**src/rtl/spi_slave_rx.sv**
```systemverilog
// SPI mode-3 slave: synchronized receive path into a byte FIFO,
// single-byte holding register feeding MISO.
module spi_slave_rx #(
  parameter int FIFO_DEPTH  = 4,
  parameter int SYNC_STAGES = 2
) (
  input  logic       sys_clk,
  input  logic       sys_rst,
  input  logic       spi_clk_i,
  input  logic       spi_mosi_i,
  input  logic       spi_cs_i,
  output logic       spi_miso_o,
  output logic [7:0] rx_data,
  output logic       rx_valid,
  input  logic       rx_ready,
  input  logic [7:0] tx_data,
  input  logic       tx_valid,
  output logic       tx_ready,
  output logic       frame_active,
  output logic       rx_overrun,
  input  logic       ovr_clr
);

  localparam int AW = $clog2(FIFO_DEPTH);

  typedef enum logic {IDLE, ACTIVE} state_t;

  state_t state_q, state_d;

  logic [SYNC_STAGES-1:0] sclk_sync_q;
  logic [SYNC_STAGES-1:0] mosi_sync_q;
  logic [SYNC_STAGES-1:0] cs_sync_q;
  logic [SYNC_STAGES-1:0] fill_q;
  logic                   sclk_prev_q;
  logic                   armed_q, armed_d;

  logic [2:0] bit_cnt_q, bit_cnt_d;
  logic [7:0] rxsh_q, rxsh_d;
  logic [7:0] txsh_q, txsh_d;
  logic [7:0] hold_q, hold_d;
  logic       hold_full_q, hold_full_d;
  logic       ovr_q, ovr_d;

  logic [AW:0] wr_q, wr_d;
  logic [AW:0] rd_q, rd_d;
  logic [7:0]  mem_q [FIFO_DEPTH];

  logic       sclk_s, mosi_s, cs_s;
  logic       rise, fall, load, accept;
  logic       push, wr_en, pop, full, empty;
  logic [7:0] push_byte;

  assign sclk_s = sclk_sync_q[SYNC_STAGES-1];
  assign mosi_s = mosi_sync_q[SYNC_STAGES-1];
  assign cs_s   = cs_sync_q[SYNC_STAGES-1];

  assign frame_active = (state_q == ACTIVE);
  assign rise = frame_active & ~cs_s & sclk_s & ~sclk_prev_q;
  assign fall = frame_active & ~cs_s & ~sclk_s & sclk_prev_q;
  assign load = fall & (bit_cnt_q == 3'd0);

  // A load frees the holding register, so a new byte may land the same cycle.
  assign tx_ready = ~hold_full_q | load;
  assign accept   = tx_valid & tx_ready;

  assign empty = (wr_q == rd_q);
  assign full  = (wr_q[AW] != rd_q[AW]) &&
                 (wr_q[AW-1:0] == rd_q[AW-1:0]);
  assign rx_valid = ~empty;
  assign pop      = rx_valid & rx_ready;
  assign wr_en    = push & (~full | pop);
  assign rx_data  = rx_valid ? mem_q[rd_q[AW-1:0]] : 8'h00;

  assign spi_miso_o = frame_active ? txsh_q[7] : 1'b1;
  assign rx_overrun = ovr_q;

  always_comb begin
    state_d     = state_q;
    armed_d     = armed_q;
    bit_cnt_d   = bit_cnt_q;
    rxsh_d      = rxsh_q;
    txsh_d      = txsh_q;
    hold_d      = hold_q;
    hold_full_d = hold_full_q;
    ovr_d       = ovr_q;
    wr_d        = wr_q;
    rd_d        = rd_q;
    push        = 1'b0;
    push_byte   = {rxsh_q[6:0], mosi_s};

    // Arm only once a genuine CS-high sample has crossed the synchronizer.
    if (fill_q[SYNC_STAGES-1] && cs_s) armed_d = 1'b1;

    unique case (state_q)
      IDLE: begin
        bit_cnt_d = 3'd0;
        txsh_d    = 8'hFF;
        if (!cs_s && armed_q) state_d = ACTIVE;
      end
      ACTIVE: begin
        if (cs_s) begin
          state_d   = IDLE;
          bit_cnt_d = 3'd0;
        end else begin
          if (rise) begin
            rxsh_d    = push_byte;
            bit_cnt_d = bit_cnt_q + 3'd1;
            push      = (bit_cnt_q == 3'd7);
          end
          if (load) begin
            txsh_d = hold_full_q ? hold_q : 8'hFF;
          end else if (fall) begin
            txsh_d = {txsh_q[6:0], 1'b1};
          end
        end
      end
      default: state_d = IDLE;
    endcase

    if (load) hold_full_d = 1'b0;
    if (accept) begin
      hold_d      = tx_data;
      hold_full_d = 1'b1;
    end

    if (wr_en) wr_d = wr_q + 1'b1;
    if (pop)   rd_d = rd_q + 1'b1;

    if (push && full && !pop) ovr_d = 1'b1;
    else if (ovr_clr)         ovr_d = 1'b0;
  end

  always_ff @(posedge sys_clk or posedge sys_rst) begin
    if (sys_rst) begin
      sclk_sync_q <= '1;
      mosi_sync_q <= '0;
      cs_sync_q   <= '1;
      fill_q      <= '0;
      sclk_prev_q <= 1'b1;
      armed_q     <= 1'b0;
      state_q     <= IDLE;
      bit_cnt_q   <= 3'd0;
      rxsh_q      <= 8'h00;
      txsh_q      <= 8'hFF;
      hold_q      <= 8'h00;
      hold_full_q <= 1'b0;
      ovr_q       <= 1'b0;
      wr_q        <= '0;
      rd_q        <= '0;
    end else begin
      sclk_sync_q <= {sclk_sync_q[SYNC_STAGES-2:0], spi_clk_i};
      mosi_sync_q <= {mosi_sync_q[SYNC_STAGES-2:0], spi_mosi_i};
      cs_sync_q   <= {cs_sync_q[SYNC_STAGES-2:0], spi_cs_i};
      fill_q      <= {fill_q[SYNC_STAGES-2:0], 1'b1};
      sclk_prev_q <= sclk_s;
      armed_q     <= armed_d;
      state_q     <= state_d;
      bit_cnt_q   <= bit_cnt_d;
      rxsh_q      <= rxsh_d;
      txsh_q      <= txsh_d;
      hold_q      <= hold_d;
      hold_full_q <= hold_full_d;
      ovr_q       <= ovr_d;
      wr_q        <= wr_d;
      rd_q        <= rd_d;
    end
  end

  always_ff @(posedge sys_clk) begin
    if (wr_en) mem_q[wr_q[AW-1:0]] <= push_byte;
  end

endmodule

```
**config.mk**
```make
export PLATFORM = sky130hd
export DESIGN_NAME = spi_slave_rx
export DESIGN_NICKNAME = d
export VERILOG_FILES = /design/src/rtl/spi_slave_rx.sv
export SDC_FILE = /design/constraint.sdc
export NUM_CORES = 1
export LEC_CHECK = 0
export BUFFER_PORTS_ARGS = -buffer_cell sky130_fd_sc_hd__buf_2
export CAP_MARGIN = 20
export CORE_ASPECT_RATIO = 1.2
export CORE_MARGIN = 8
export CORE_UTILIZATION = 53
export CTS_CLUSTER_DIAMETER = 50
export DETAILED_ROUTE_END_ITERATION = 7
export PLACE_DENSITY_LB_ADDON = 0.25
export SETUP_SLACK_MARGIN = 0.02
export SYNTH_ARGS = -nofsm -noshare
export SYNTH_HDL_FRONTEND = slang
export SYNTH_SLANG_ARGS = --single-unit
```
**constraint.sdc**
```tcl
create_clock -name sys_clk -period 2.5 [get_ports sys_clk]
set_input_delay 0.25 -clock sys_clk [delete_from_list [all_inputs] [get_ports sys_clk]]
set_output_delay 0.25 -clock sys_clk [all_outputs]
set_load 0.01 [all_outputs]
```
==> impl_metrics.toml <==
[run_status]
status = "completed"

[power_and_ir_drop]
leakagePower_nw = 1.54
switchingPower_w = 0.000637
p_per_area_nw_per_um2 = 692
switching_share_pct = 24.9
intPower_w = 0.00192
p_seq_share_pct = 59.1
fin_total_pwr_w = 0.00256
clockPowerShare_pct = 33.1
peakVddDrop_uv = 667
power.share.combinational_pct = 7.8

[global_routing]
antenna_found_initial = 0
grt_pass1_vias = 1729
grt_pass1_wl_mm = 8.44
grt_remaining_overflow = 0
grt_usage_pct = 12.4
grt_max_degree = 46

[sta]
finClkSkew_ns = 0.00822
slew_headroom_pct = 38.2
rsz0062_at_grt = "no"
finalHoldViolCount = 0
fin_crit_ns = 2.22
setup_ws_ns = 0.280
setup-tns-final_ns = 0
worst_slew_pin_slew_ns = 0.925
setup_viol = 0
slew_viol_final = 0
max_freq_mhz = 451
fin_crit_sh_pct = 88.8

[setup_path]
crit_fanout = 10
path_delay_family = "flip-flops"
endpoint = "rx_data[0]"
crit_type = "flop to output port"
ff2ff_path_depth = 4
cp-end-kind = "output port"
reg2reg_to = "mem_q[0][5]"
cp_cell_sequence = "buf_4 > mux4_1 > and2_1 > buf_2"
startpoint = "rd_q[0]"
cp_num_buf_inv = 2
ff2ff_setup_slack_ns = 0.59
cp.required_ns = 2.25
critical_path.slowest_cell = "dfrtp_1"
cp_slowest_stage_delay_ns = 0.61
critPathLaunchType = "flop"
reg2reg_from = "frame_active"
cp.depth = 4
cp.arrival_ns = 1.97

[clock_network]
cts.sinks = 77
cts_root_buf = "clkbuf_8"
cts_tree = "built"
clock_path_buffers = 2
post_cts_resized = 0
cts_max_level = 3
numCtsBuffers = 9
clk_latency_ns = 0.34
path_clk_slew_ns = 0.09

[finish]
fillCellCount = 459
final_cell_mix = "32 x dfrtp_1, 32 x edfxtp_1, 28 x buf_2"
final_layout_size_suffix_gt1_share_pct = 33.7
seq_area_um2 = 2100
syn_to_final_growth_pct = 12.4
fin_util_pct = 61.5
nets = 271
fin_cells = 334
multi_input_area_um2 = 1070
diodes = 0

[logic_synthesis]
ys_ff_latch = 77
netlist_area_um2 = 3290
ys_warn_count = 0
synth_xor_area_share_pct = 2.13
synthSimpleGateAreaFrac_pct = 10.3
synth_top_family_by_area = "multiplexers"
syn_inst = 210
synth_compound_area_share_pct = 4.22
syn_nets = 234
ys_types = 39
synth.area.mux_share_pct = 12.6
avgSynthCellArea_um2 = 15.7
seq_area_frac_synth_pct = 63.9
synth_fa_ha_area_share_pct = 3.04

[place]
placed_cells = 315
dp_hpwl_mm = 3.55
dp_slack_ns = 0.576
gp_congestion = 0.783
port_buffers = 28

[detailed_routing]
wire_per_inst_um = 14.7
vias = 1691
routed_wl_mm = 4.91
first_pass_iters = 4
ant_nets = 0
drc = 0
vias_per_cell = 5.06
drtIter0Drc = 98

[floorplan]
die_x_um = 87.9
pin_count = 29
die_h_um = 102
coreArea_um2 = 6010
dieArea_um2 = 9000
fp-row-count = 31
start_util_pct = 54.7

[job]
drv_cap = 0

[hold_path]
min_path_type = "input pin to async pin"
==> metal layers <==
layer / track usage [%] / wire length (um) / vias to the layer above
li1: - / - / 830
met1: 15.0 / 2170 / 825
met2: 19.7 / 2430 / 29
met3: 4.67 / 242 / 7
met4: 4.38 / 65 / 0
met5: 0 / 0 / -
==> worst min-delay path by stage <==
stage,endpoint,slack (ns),cells after the start
final,bit_cnt_q[0],0.10,2
after global routing,hold_q[1],0.11,2
after CTS,rx_overrun,0.09,2
after detailed placement,fill_q[1],0.33,0
after global placement,mosi_sync_q[1],0.33,0
after floorplan,cs_sync_q[0],0.25,0
==> kinds of logic (layout without fill, tap and decap cells) <==
group           after synthesis  count (layout)
mux                          26              26
buf+inv                      22              64
simple gates                 44              44
other cells                   1               1
fa+ha+maj                     8               8
xor+xnor                      8               8
flops                        77              77
compound gates               24              24
==> per-stage QoR <==
step | hold WS (ns) | cell area [um2]
floorplan | 0.254 | 3290
global placement | 0.333 | 3490
detailed placement | 0.335 | 3490
CTS | 0.0881 | 3700
global route | 0.109 | 3700
finish | 0.102 | 3700
==> area by class of cell <==
class / instances / share of cell area, %
Multi-Input combinational cell: 111 / 28.8
Clock buffer: 9 / 3.35
Timing Repair Buffer: 34 / 5.21
Sequential cell: 77 / 56.8
Clock inverter: 7 / 1.59
Inverter: 14 / 1.42
Tap cell: 82 / 2.77
==> what timing repair did <==
action,CTS,global route
setup buffers,0,0
hold buffers,3,0
hold endpoints to repair,3,0
==> power by group through the flow <==
| stage | combinational [W] | clock (W) | sequential (W) |
|---|---|---|---|
| after floorplan | 0.000163 | 0 | 0.00151 |
| after global placement | 0.000194 | 0 | 0.00153 |
| after detailed placement | 0.000199 | 0 | 0.00154 |
| after CTS | 0.000203 | 0.000870 | 0.00152 |
| after global routing | 0.000226 | 0.000922 | 0.00153 |
| final | 0.000199 | 0.000846 | 0.00151 |
==> synthesized netlist by cell type (all sizes together) <==
cell | n | share of area [%]
dfrtp | 32 | 24
edfxtp | 32 | 29
a21oi | 19 | 2.9
mux2 | 17 | 5.9
inv | 14 | 1.6
dfstp | 13 | 10
and2 | 11 | 2.1
ha | 8 | 3.0
mux4 | 8 | 6.4
nor3b | 8 | 2.5
nor2 | 7 | 1.0
buf | 6 | 1.9
nand2 | 5 | 1.0
nand2b | 5 | 1.0
xnor2 | 5 | 1.3
xor2 | 3 | 0.80
clkbuf | 2 | 0.23
o21ai | 2 | 0.65
a21o | 1 | 0.23
a31oi | 1 | 0.19
and3 | 1 | 0.19
and4b | 1 | 0.42
and4bb | 1 | 0.38
conb | 1 | 0.11
mux2i | 1 | 0.30
nand3 | 1 | 0.15
nand3b | 1 | 0.23
nand4bb | 1 | 0.84
nor2b | 1 | 0.19
nor4 | 1 | 0.19
o311ai | 1 | 0.27
==> worst register-to-register path, cell delays in order (launching register included) <==
cell and delay [ns]:
dfrtp_1 0.60, and4bb_1 0.33, nand2_4 0.09, nor2_4 0.18, and2_1 0.38
==> sequential cells by signal (all words and copies together) (netlist names), 2 cells and up <==
register,flops
mem_q,32
hold_q,8
txsh_q,8
rxsh_q,7
bit_cnt_q,3
rd_q,3
wr_q,3
cs_sync_q,2
fill_q,2
mosi_sync_q,2
sclk_sync_q,2
Power figures use the tool's default switching activity.
